### src/rtl/alu_ctrl_pkg.sv
// Shared types and constants for the handshaked ALU-control decoder.
// Latency: n/a (declarations only).
// Backpressure: n/a (declarations only).
package alu_ctrl_pkg;

  // Sequencer states.
  typedef enum logic [1:0] {
    IDLE = 2'd0,
    WAIT = 2'd1,
    DONE = 2'd2
  } state_t;

  // Native 4-bit ALU control codes; wider CTRL_W zero-extends these.
  localparam logic [3:0] ALU_AND     = 4'b0000;
  localparam logic [3:0] ALU_OR      = 4'b0001;
  localparam logic [3:0] ALU_ADD     = 4'b0010;
  localparam logic [3:0] ALU_SUB     = 4'b0110;
  localparam logic [3:0] ALU_SLT     = 4'b0111;
  localparam logic [3:0] ALU_MULT    = 4'b1000;
  localparam logic [3:0] ALU_DIV     = 4'b1001;
  localparam logic [3:0] ALU_ILLEGAL = 4'b1111;

  // R-type funct encodings.
  localparam logic [5:0] F_ADD  = 6'b100000;
  localparam logic [5:0] F_SUB  = 6'b100010;
  localparam logic [5:0] F_AND  = 6'b100100;
  localparam logic [5:0] F_OR   = 6'b100101;
  localparam logic [5:0] F_SLT  = 6'b101010;
  localparam logic [5:0] F_MULT = 6'b011000;
  localparam logic [5:0] F_DIV  = 6'b011010;

  // alu_op classes from the main control unit.
  localparam logic [1:0] OP_ADD   = 2'b00;
  localparam logic [1:0] OP_SUB   = 2'b01;
  localparam logic [1:0] OP_RTYPE = 2'b10;
  localparam logic [1:0] OP_LOGIC = 2'b11;

  // Decoded result bundle carried from the decoder to the result register.
  typedef struct packed {
    logic [3:0] code;
    logic       multi;
    logic       illegal;
  } dec_t;

  // Build a decode result; an illegal request is never treated as multi-cycle.
  function automatic dec_t mk_dec(input logic [3:0] code, input logic multi);
    dec_t d;
    d.code    = code;
    d.multi   = multi;
    d.illegal = 1'b0;
    return d;
  endfunction

  localparam dec_t DEC_ILLEGAL = '{code: ALU_ILLEGAL, multi: 1'b0, illegal: 1'b1};

endpackage

### src/rtl/alu_ctrl_seq_decode.sv
// Combinational map of {alu_op, funct} to {ALU code, multi, illegal}.
// Latency: 0 cycles (pure combinational).
// Backpressure: none; the enclosing sequencer decides when the result is captured.
module alu_ctrl_decode
  import alu_ctrl_pkg::*;
#(
  parameter int OP_W    = 2,
  parameter int FUNCT_W = 6
) (
  input  logic [OP_W-1:0]    alu_op,
  input  logic [FUNCT_W-1:0] funct,
  output dec_t               dec
);

  // Decode table; anything not listed falls through to the illegal code.
  always_comb begin
    dec = DEC_ILLEGAL;
    case (alu_op)
      OP_W'(OP_ADD):   dec = mk_dec(ALU_ADD, 1'b0);
      OP_W'(OP_SUB):   dec = mk_dec(ALU_SUB, 1'b0);
      OP_W'(OP_LOGIC): dec = mk_dec(ALU_OR,  1'b0);
      OP_W'(OP_RTYPE): begin
        case (funct)
          FUNCT_W'(F_ADD):  dec = mk_dec(ALU_ADD,  1'b0);
          FUNCT_W'(F_SUB):  dec = mk_dec(ALU_SUB,  1'b0);
          FUNCT_W'(F_AND):  dec = mk_dec(ALU_AND,  1'b0);
          FUNCT_W'(F_OR):   dec = mk_dec(ALU_OR,   1'b0);
          FUNCT_W'(F_SLT):  dec = mk_dec(ALU_SLT,  1'b0);
          FUNCT_W'(F_MULT): dec = mk_dec(ALU_MULT, 1'b1);
          FUNCT_W'(F_DIV):  dec = mk_dec(ALU_DIV,  1'b1);
          default:          dec = DEC_ILLEGAL;
        endcase
      end
      default: dec = DEC_ILLEGAL;
    endcase
  end

endmodule

### src/rtl/alu_ctrl_seq.sv
// Handshaked ALU-control sequencer: decodes a request and presents it on a valid/ready output.
// Latency: 1 cycle accept->out_valid for single-cycle/illegal ops, MULTI_LAT cycles for MULT/DIV.
// Backpressure: in_ready only in IDLE; the result holds in DONE until out_ready (optional ALU_CTRL_PERF_EN adds counters).
module alu_ctrl_seq
  import alu_ctrl_pkg::*;
#(
  parameter int OP_W      = 2,
  parameter int FUNCT_W   = 6,
  parameter int CTRL_W    = 4,
  parameter int MULTI_LAT = 4   // must be >= 2
) (
  input  logic               clk,
  input  logic               rst,
  input  logic               in_valid,
  output logic               in_ready,
  input  logic [OP_W-1:0]    alu_op,
  input  logic [FUNCT_W-1:0] funct,
  output logic               out_valid,
  input  logic               out_ready,
  output logic [CTRL_W-1:0]  alu_ctrl,
  output logic               multi,
`ifdef ALU_CTRL_PERF_EN
  output logic [15:0]        op_count,
  output logic [7:0]         err_count,
`endif
  output logic               illegal
);

  localparam int CNT_W = $clog2(MULTI_LAT);
  // WAIT lasts MULTI_LAT-1 cycles: counter runs MULTI_LAT-2 down to 0, then DONE follows.
  localparam logic [CNT_W-1:0] CNT_LOAD = CNT_W'(MULTI_LAT - 2);

  state_t           state;
  state_t           state_nx;
  logic [CNT_W-1:0] cnt;
  dec_t             dec;
  logic             fire;
  logic             out_hs;

  alu_ctrl_decode #(
    .OP_W    (OP_W),
    .FUNCT_W (FUNCT_W)
  ) u_decode (
    .alu_op (alu_op),
    .funct  (funct),
    .dec    (dec)
  );

  assign fire   = in_valid && in_ready;
  assign out_hs = out_valid && out_ready;

  // Next-state and handshake outputs; requests are only looked at in IDLE.
  always_comb begin
    state_nx  = state;
    in_ready  = 1'b0;
    out_valid = 1'b0;
    case (state)
      IDLE: begin
        in_ready = 1'b1;
        if (in_valid) begin
          state_nx = dec.multi ? WAIT : DONE;
        end
      end
      WAIT: begin
        if (cnt == '0) begin
          state_nx = DONE;
        end
      end
      DONE: begin
        out_valid = 1'b1;
        if (out_ready) begin
          state_nx = IDLE;
        end
      end
      default: state_nx = IDLE;
    endcase
  end

  // State register; reset abandons any in-flight operation.
  always_ff @(posedge clk) begin
    if (rst) begin
      state <= IDLE;
    end else begin
      state <= state_nx;
    end
  end

  // Multi-cycle latency counter, loaded on accept of MULT/DIV and drained in WAIT.
  always_ff @(posedge clk) begin
    if (rst) begin
      cnt <= '0;
    end else if (fire && dec.multi) begin
      cnt <= CNT_LOAD;
    end else if (state == WAIT && cnt != '0) begin
      cnt <= cnt - CNT_W'(1);
    end
  end

  // Result register: captured only on accept so it stays stable through WAIT and DONE.
  always_ff @(posedge clk) begin
    if (rst) begin
      alu_ctrl <= '0;
      multi    <= 1'b0;
      illegal  <= 1'b0;
    end else if (fire) begin
      alu_ctrl <= CTRL_W'(dec.code);
      multi    <= dec.multi;
      illegal  <= dec.illegal;
    end
  end

`ifdef ALU_CTRL_PERF_EN
  // Saturating counters of completed output handshakes and of illegal ones among them.
  always_ff @(posedge clk) begin
    if (rst) begin
      op_count  <= '0;
      err_count <= '0;
    end else if (out_hs) begin
      if (op_count != 16'hFFFF) begin
        op_count <= op_count + 16'd1;
      end
      if (illegal && err_count != 8'hFF) begin
        err_count <= err_count + 8'd1;
      end
    end
  end
`else
  // out_hs only feeds the optional counters; keep it referenced in the base build.
  logic unused_hs;
  assign unused_hs = out_hs;
`endif

endmodule

### config.mk
export PLATFORM = sky130hd
export DESIGN_NAME = alu_ctrl_seq
export DESIGN_NICKNAME = d
export VERILOG_FILES = /design/src/rtl/alu_ctrl_pkg.sv /design/src/rtl/alu_ctrl_seq_decode.sv /design/src/rtl/alu_ctrl_seq.sv
export SDC_FILE = /design/constraint.sdc
export NUM_CORES = 1
export LEC_CHECK = 0
export BUFFER_PORTS_ARGS = -buffer_cell sky130_fd_sc_hd__buf_4
export CAP_MARGIN = 0
export CORE_MARGIN = 2
export CORE_UTILIZATION = 42
export CTS_CLUSTER_DIAMETER = 40
export DETAILED_ROUTE_END_ITERATION = 10
export GPL_TIMING_DRIVEN = 0
export PLACE_DENSITY = 0.71
export RECOVER_POWER = 25
export SYNTH_ARGS = -nofsm -noshare
export SYNTH_HDL_FRONTEND = slang
export SYNTH_HIERARCHICAL = 1
export SYNTH_SLANG_ARGS = --single-unit
### constraint.sdc
create_clock -name clk -period 1.34 [get_ports clk]
set_input_delay 0.134 -clock clk [delete_from_list [all_inputs] [get_ports clk]]
set_output_delay 0.134 -clock clk [all_outputs]
set_load 0.05 [all_outputs]
* After elaboration in Yosys (flattened, before gate mapping) *
Cells that the tools add are included.

word-level totals
  register bits = 10
  logic and storage cells = 43

cells by class
  eq/ne operators = 15
  reductions and logical operators = 10
  muxes and demuxes = 11
  add/sub/neg operators = 1

operators with widths
  operator                                           number
  case mux 6 bit (7 select lines)                    1
  == test 6 bit (second input constant)              5
  case mux 6 bit (4 select lines)                    1
  == test 6 x 5 -> 1 bit (second input constant)     2
  two-way mux 2 bit                                  6
  == test 2 bit (second input constant)              3
  logical NOT 2 bit                                  3
  inequality test 2 bit (second input constant)      3
  case mux 2 bit (3 select lines)                    1
  == test 2 x 1 -> 1 bit (second input constant)     2
  nonzero test 2 bit                                 2
  logical AND 1 bit                                  3
  AND reduction 3 bit                                1
  two-way mux 1 bit                                  2
  OR reduction 2 bit                                 1
  subtractor 2 x 1 -> 2 bit (second input constant)  1

* Logic depth before layout (Yosys ltp) *
Gate-level depths: netlist of the first run.

  depth after elaboration = 6
  depth in mapped cells = 5

* Hierarchy *
The synthesis of the first run kept the hierarchy.

by module, submodules not included
  module           seq. area each (um2)  area an instance (um2)  cells an instance  times used
  alu_ctrl_seq     200.2                 434.2                   43                 1
  alu_ctrl_decode  0.0                   153.9                   24                 1

* Least setup slack after synthesis of the first run *
OpenSTA, ideal clock, no wires.

  path type = register to register
  from = register cnt[0]
  to = register cnt[1]
  arrival = 1.264 ns
  path slack = 0.005 ns
  required time = 1.269 ns
  clock period less this slack = 1.335 ns
  cell stages (with the launch flop) = 6
  path buffers = 0
  cell sequence = dfxtp_1 inv_1 ha_1 nor3b_4 mux2_2 a21oi_1

on the way
  word-level cells in the longest chain between the ends = 3
  elaborated cells on any way between the ends = 6

RTL lines
  item                                                                    RTL line                                source
  from (decl)                                                             alu_ctrl_seq.sv:35                      logic [CNT_W-1:0] cnt;
  from (signal assigned)                                                  alu_ctrl_seq.sv:95                      cnt <= cnt - CNT_W'(1);
  subtractor 2 x 1 -> 2 bit / nonzero test 2 bit (equally long branches)  alu_ctrl_seq.sv:95, alu_ctrl_seq.sv:94
  two-way mux 2 bit / logical AND 1 bit (equally long branches)           alu_ctrl_seq.sv:94                      end else if (state == WAIT && cnt != '0) begin
  two-way mux 2 bit / nonzero test 2 bit (equally long branches)          -

Parallel ways exist; a longest one is shown, timed or not. The select of a mux whose other input is x is not followed.
A chain may end at the register's enable or synchronous reset.

* Worst setup path after layout of the first run *
Same ends and word-level chain as after synthesis.

==> run_results.csv, run 1 <==
group,metric,value,unit
outcome,outcome,"completed",
clock_tree,cts_tree,"built",
timing,post-route-min-period,1.27,ns
pwr,powerDensity,963,nW/µm²
timing,fin_skew,0.00113,ns
worst_setup_path,max_stage_delay,0.35,ns
yosys,avgSynthCellArea,8.78,µm²
grt,grt_max_degree,11,
placement,place_congestion,0.840,
placement,place_inst,100,
final_layout,antenna_cells,0,
route,avgViaCountPerCell,5.27,
floorplan,start_util,45.2,%
yosys,synth_top_area_cell,"dfxtp_1",
route,routed_wirelength,1220,µm
yosys,synth-seq-cells,10,
pwr,p_sw_share,29.0,%
timing,finalSetupViolCount,0,
route,detail_route.wl_per_cell,11.6,µm
route,ant_nets,0,
floorplan,core,1300,µm²
grt,antenna_found_initial,0,
yosys,synth.area.top_cells,"dfxtp_1, mux2i_1, nor2_1",
pwr,p_leak,0.328,nW
yosys,synthCells,67,
worst_setup_path,crit_path_end_kind,"register",
worst_setup_path,r2r-start,"cnt[0]",
worst_setup_path,critPathArrivalTime,1.47,ns
clock_tree,cts-root-buf,"clkbuf_4",
yosys,async_reset_ff_share,0,%
yosys,ys_top_cells_by_count,"nor2_1, dfxtp_1, mux2i_1",
yosys,yosysMostFrequentCell,"nor2_1",
pwr,pwr-share-seq,41.6,%
placement,dp_hpwl,897,µm
floorplan,boundaryPins,20,
yosys,syn-num-nets,80,
pwr,ir_drop,0.633,mV
yosys,ys_seq_area_share,34.0,%
route,vias,553,
worst_setup_path,slowest_stage,"mux2_2",
final_layout,drive_gt1_share,38.9,%
pwr,power.share.clock,35.4,%
yosys,netlist.area_leader.share,34.0,%
clock_tree,clk_path_buf_depth,2,
clock_tree,clkTransAtPathRegs,0.06,ns
yosys,synth_edf_count,0,
final_layout,utilization,61.3,%
route,dr.pass1.iters,4,
timing,rsz0062_at_grt,"yes",
worst_setup_path,rrSetupSlack,0.07,ns
min_path,min-delay-start,"out_ready",
floorplan,rows,13,
pwr,p_int,545,µW
worst_setup_path,setup.worst_path.end,"cnt[1]",
timing,maxSlewViolCount,0,
pwr,comb_power_share,23.0,%
final_layout,area_growth,35.5,%
timing,fin_crit_sh,94.9,%
worst_setup_path,r2r_cells,5,
floorplan,die_x,41.4,µm
worst_setup_path,required,1.54,ns
floorplan,fp.dieArea,1720,µm²
worst_setup_path,critical-path-top-delay-family,"multiplexers",
floorplan,die_y,41.4,µm
pwr,total_power,768,µW
min_path,hold_path.class,"in -> reg",
final_layout,nNetsFinal,104,
worst_setup_path,path_buf_inv,1,
job,maxCapViolCount,0,
final_layout,final_cell_count_no_fill,105,
timing,hold_viol,0,
worst_setup_path,start_kind,"register",
timing,slew_headroom,69.1,%
worst_setup_path,worstReg2RegEnd,"cnt[1]",
worst_setup_path,crit_start,"cnt[0]",
clock_tree,htreeDepth,1,
timing,worst_pin_slew,0.464,ns
worst_setup_path,crit_type,"reg -> reg",
worst_setup_path,crit_cells,5,
grt,grt_first_pass_wirelength,2070,µm
clock_tree,cts_buffers,3,
worst_setup_path,crit_fanout,2,
grt,grt_overflow,0,
clock_tree,cts_sinks,10,
timing,fmax,786,MHz
route,drt_iter0_drc,5,
yosys,yosys_warnings,6,
grt,track_usage,15.8,%
clock_tree,clk-insertion-delay-late,0.27,ns
yosys,synth_flop_cell,"dfxtp_1",
timing,holdWs,0.168,ns
grt,grt_pass1_vias,494,
yosys,ys_types,29,
route,drc,0,
worst_setup_path,worstPathCellList,"inv_2 -> ha_4 -> nor3b_4 -> mux2_2 -> a21oi_1",
pwr,switchingPower,223,µW
placement,io_buffer_count,18,
yosys,synth_area,588,µm²
==> cell families after synthesis <==
kind of cell,share of synthesized area (%)
AND/OR/NAND/NOR,31.7
AO/OA/AOI/OAI,14.3
flip-flops,34.0
buffers and inverters,4.47
multiplexers,10.4
XOR/XNOR,2.98
adder cells (fa/ha/maj),2.13
==> placed cells by master (no fill, tap or decap), types with 3 or more instances in the layout <==
| cell | n |
|---|---|
| nor3_1 | 3 |
| dfxtp_1 | 9 |
| nand2b_1 | 4 |
| buf_4 | 17 |
| mux2i_1 | 5 |
| a21oi_1 | 3 |
| clkbuf_4 | 3 |
| clkbuf_2 | 3 |
| nor2_1 | 11 |
| nor2b_1 | 3 |
| inv_1 | 3 |
==> stage by stage <==
step	setup slack, ns	area [µm²]	setup TNS [ns]
2_1_floorplan	0.00536	588	0
3_3_place_gp	-0.230	742	-0.353
3_5_place_dp	-0.218	742	-0.379
4_1_cts	0.00449	790	0
5_1_grt	-0.0589	797	-0.0675
6_report	0.0678	797	0
==> power groups by stage <==
stage	registers, mW	clock network [mW]	logic (mW)
floorplan	0.356	0	0.0834
global placement	0.325	0	0.176
detailed placement	0.326	0	0.178
CTS	0.319	0.282	0.179
global route	0.320	0.302	0.190
finish	0.319	0.272	0.176
==> worst reg2reg max path, cell delays in order, from the launching register on <==
cell     delay (ns)
dfxtp_2        0.34
inv_2          0.05
ha_4           0.16
nor3b_4        0.18
mux2_2         0.35
a21oi_1        0.13
==> flip-flops by register name, summed over array words and instances (netlist names) <==
name and flops:
state 2, alu_ctrl 4, cnt 2, multi 1, illegal 1
==> per-layer routing <==
layer  share of wire, %  track usage, %  up-vias
li1                   -               -      285
met1                 45            18.8      248
met2                 47            25.0       15
met3                6.2            8.26        5
met4                1.1            3.87        0
met5                  0               0        -
==> worst min path at each step <==
stage	slack, ns	depth (start not counted)	to
final	0.17	4	state[1]
after detailed placement	0.45	4	state[1]
after floorplan	0.35	3	state[1]
after global placement	0.45	4	state[1]
after global routing	0.18	4	state[1]
after CTS	0.17	4	state[1]
==> cell type report <==
class                   count  area, µm²
multi-input cells          51        379
plain buffers               2       11.3
repair buffers             19        135
flip-flops and latches     10        201
well taps                  15       18.8
fillers                   121        504
clock buffers               4       36.3
inverters                   4       15.0
==> repair_timing <==
item | CTS | global route
hold buffers | 0 | 0
buffers inserted | 1 | 0
gates resized for setup | 2 | 3
endpoints found under the setup margin | 1 | 4
pin swaps | 1 | 1
Power figures use the tool's default switching activity.
==> inputs of run 2 (changes only) <==
==> constraint.sdc (replaced) <==
create_clock -name clk -period 1.34 [get_ports clk]
set_input_delay 0.067 -clock clk [delete_from_list [all_inputs] [get_ports clk]]
set_output_delay 0.067 -clock clk [all_outputs]
set_load 0.05 [all_outputs]
==> run 2 against run 1 <==
  * Clock-buffer cell count unchanged
  * Fmax up 2.0%
  * Sequential power is essentially flat
  * Largest cell class unchanged
  * Highest routed layer unchanged
  * Global-route usage unchanged
  * Combinational power is essentially flat
  * Cell count rose by 0.95%
  * Utilization rose by 0.29 points
  * Critical path type unchanged
  * Routed wire length rose by 1.9%
  * Clock skew barely moved
  * Clock power is essentially flat
  * Sequential cell count did not move
==> run_results.csv, run 2 (synthesis gave the netlist of run 1 again) <==
group,metric,value,unit
route,drc,0,
timing,slew_headroom,60.2,%
clock_tree,cts_tree,"built",
grt,top_usage_layer,"met2",
grt,grt_pass1_vias,494,
timing,fmax,802,MHz
pwr,powerDensity,955,nW/µm²
clock_tree,cts_buffers,3,
worst_setup_path,crit_start,"cnt[1]",
final_layout,biggestRegsByFlops,"alu_ctrl x4, cnt x2, state x2",
worst_setup_path,critical-path-top-delay-family,"flip-flops",
timing,holdWs,0.114,ns
min_path,hold_path.class,"in -> reg",
pwr,p_leak,0.326,nW
worst_setup_path,crit_path_end_kind,"register",
job,maxCapViolCount,0,
final_layout,layout_common_cells,"buf_4, nor2_1, dfxtp_1",
clock_tree,clk_path_buf_depth,2,
placement,place_congestion,0.840,
final_layout,antenna_cells,0,
final_layout,area_growth,36.2,%
final_layout,drive_gt1_share,36.3,%
worst_setup_path,crit_type,"reg -> reg",
worst_setup_path,crit_fanout,2,
placement,placed_area,742,µm²
clock_tree,cts_hold_buf,0,
pwr,p_sw_share,29.1,%
worst_setup_path,setup.worst_path.end,"cnt[1]",
clock_tree,clk-insertion-delay-late,0.27,ns
worst_setup_path,worstPathCellList,"inv_2 -> ha_4 -> nor3b_4 -> mux2_4 -> a21oi_1",
floorplan,die_x,41.4,µm
pwr,total_power,765,µW
pwr,switchingPower,223,µW
worst_setup_path,r2r_cells,5,
worst_setup_path,r2r-start,"cnt[1]",
final_layout,largest_reg_flops,4,
route,ant_nets,0,
grt,use_met3,8.26,%
route,drt_iter0_drc,11,
worst_setup_path,worstReg2RegEnd,"cnt[1]",
placement,io_buffer_count,18,
floorplan,rows,13,
grt,grt_first_pass_wirelength,2070,µm
pwr,p_int,542,µW
timing,fin_crit_sh,93.1,%
final_layout,final_area,801,µm²
grt,grt_overflow,0,
final_layout,n_fill_cell,119,
pwr,power.share.clock,35.6,%
route,dr.pass1.iters,4,
worst_setup_path,required,1.54,ns
final_layout,final_common_cell,"buf_4",
timing,post-route-min-period,1.25,ns
grt,grt_max_degree,11,
timing,rsz0062_at_grt,"yes",
route,routed_wirelength,1240,µm
timing,hold_viol,0,
pwr,ir_drop,0.634,mV
floorplan,fp.dieArea,1720,µm²
worst_setup_path,start_kind,"register",
worst_setup_path,slowest_stage,"dfxtp_1",
final_layout,utilization,61.5,%
route,avgViaCountPerCell,5.38,
worst_setup_path,rrSetupSlack,0.09,ns
clock_tree,clkTransAtPathRegs,0.07,ns
timing,maxSlewViolCount,0,
floorplan,start_util,45.2,%
grt,antenna_found_initial,0,
pwr,pwr-share-seq,41.7,%
worst_setup_path,path_buf_inv,1,
pwr,comb_power_share,22.7,%
floorplan,boundaryPins,20,
floorplan,core,1300,µm²
clock_tree,htreeDepth,1,
worst_setup_path,max_stage_delay,0.33,ns
grt,use_met1,18.8,%
worst_setup_path,crit_cells,5,
route,vias,570,
min_path,hold_depth,4,
timing,worst_pin_slew,0.600,ns
grt,met2_usage,25.0,%
clock_tree,cts-root-buf,"clkbuf_4",
placement,dp_hpwl,897,µm
floorplan,die_y,41.4,µm
final_layout,registers.top_by_ff_count,"alu_ctrl",
outcome,outcome,"completed",
timing,fin_skew,0.00156,ns
final_layout,nNetsFinal,105,
route,detail_route.wl_per_cell,11.7,µm
worst_setup_path,critPathArrivalTime,1.45,ns
timing,finalSetupViolCount,0,
clock_tree,cts_sinks,10,
grt,track_usage,15.8,%
[run 2: cell count changes in the layout (fill, tap and decap cells not counted)]
cell,delta
buf_1,+1
clkbuf_1,+3
clkbuf_2,-3
inv_1,-1
inv_2,+1
mux2_2,-1
mux2_4,+1
[run 2: worst min path at each step]
| stage | start | end | slack (ns) |
|---|---|---|---|
| after floorplan | out_ready | state[1] | 0.28 |
| after global placement | out_ready | state[1] | 0.38 |
| after detailed placement | out_ready | state[1] | 0.39 |
| after CTS | out_ready | state[1] | 0.1 |
| after global routing | out_ready | state[1] | 0.15 |
| final | out_ready | state[1] | 0.11 |
[run 2: power groups by stage]
| stage | combinational (mW) | clock (mW) | sequential, mW |
|---|---|---|---|
| after floorplan | 0.0834 | 0 | 0.356 |
| after global placement | 0.176 | 0 | 0.325 |
| after detailed placement | 0.178 | 0 | 0.326 |
| after CTS | 0.179 | 0.282 | 0.319 |
| after global routing | 0.187 | 0.302 | 0.320 |
| final | 0.174 | 0.272 | 0.319 |
[run 2: cell type report]
cell class / instances / area [µm²] / share of cell area (%)
timing repair buffer: 20 / 135 / 16.9
multi-input combinational: 51 / 383 / 47.8
tap: 15 / 18.8 / 2.34
buffer: 2 / 11.3 / 1.41
inverter: 4 / 15.0 / 1.88
sequential: 10 / 201 / 25.2
clock buffer: 4 / 36.3 / 4.53
[run 2: routing by layer]
layer  routed length [µm]  part of all wire [%]
met4                   11                  0.89
met5                    0                     0
met2                  600                    48
met3                   85                   6.8
met1                  544                    44
[run 2: timing repair]
action                                  4_1_cts  5_1_grt
gates resized for setup                       2        5
pin swaps                                     1        1
setup buffers                                 1        1
endpoints found under the setup margin        1        4
[run 2: worst register-to-register path, stage by stage, from the launching register on]
cell and delay, ns:
dfxtp_1 0.33, inv_2 0.05, ha_4 0.16, nor3b_4 0.20, mux2_4 0.32, a21oi_1 0.13
[run 2: metrics by stage]
step,setup slack (ns),TNS (ns),std cells
after CTS,0.00449,0,105
after global placement,-0.163,-0.219,100
after global routing,0.00534,0,106
after floorplan,0.00536,0,67
after detailed placement,-0.151,-0.245,100
final,0.0926,0,106
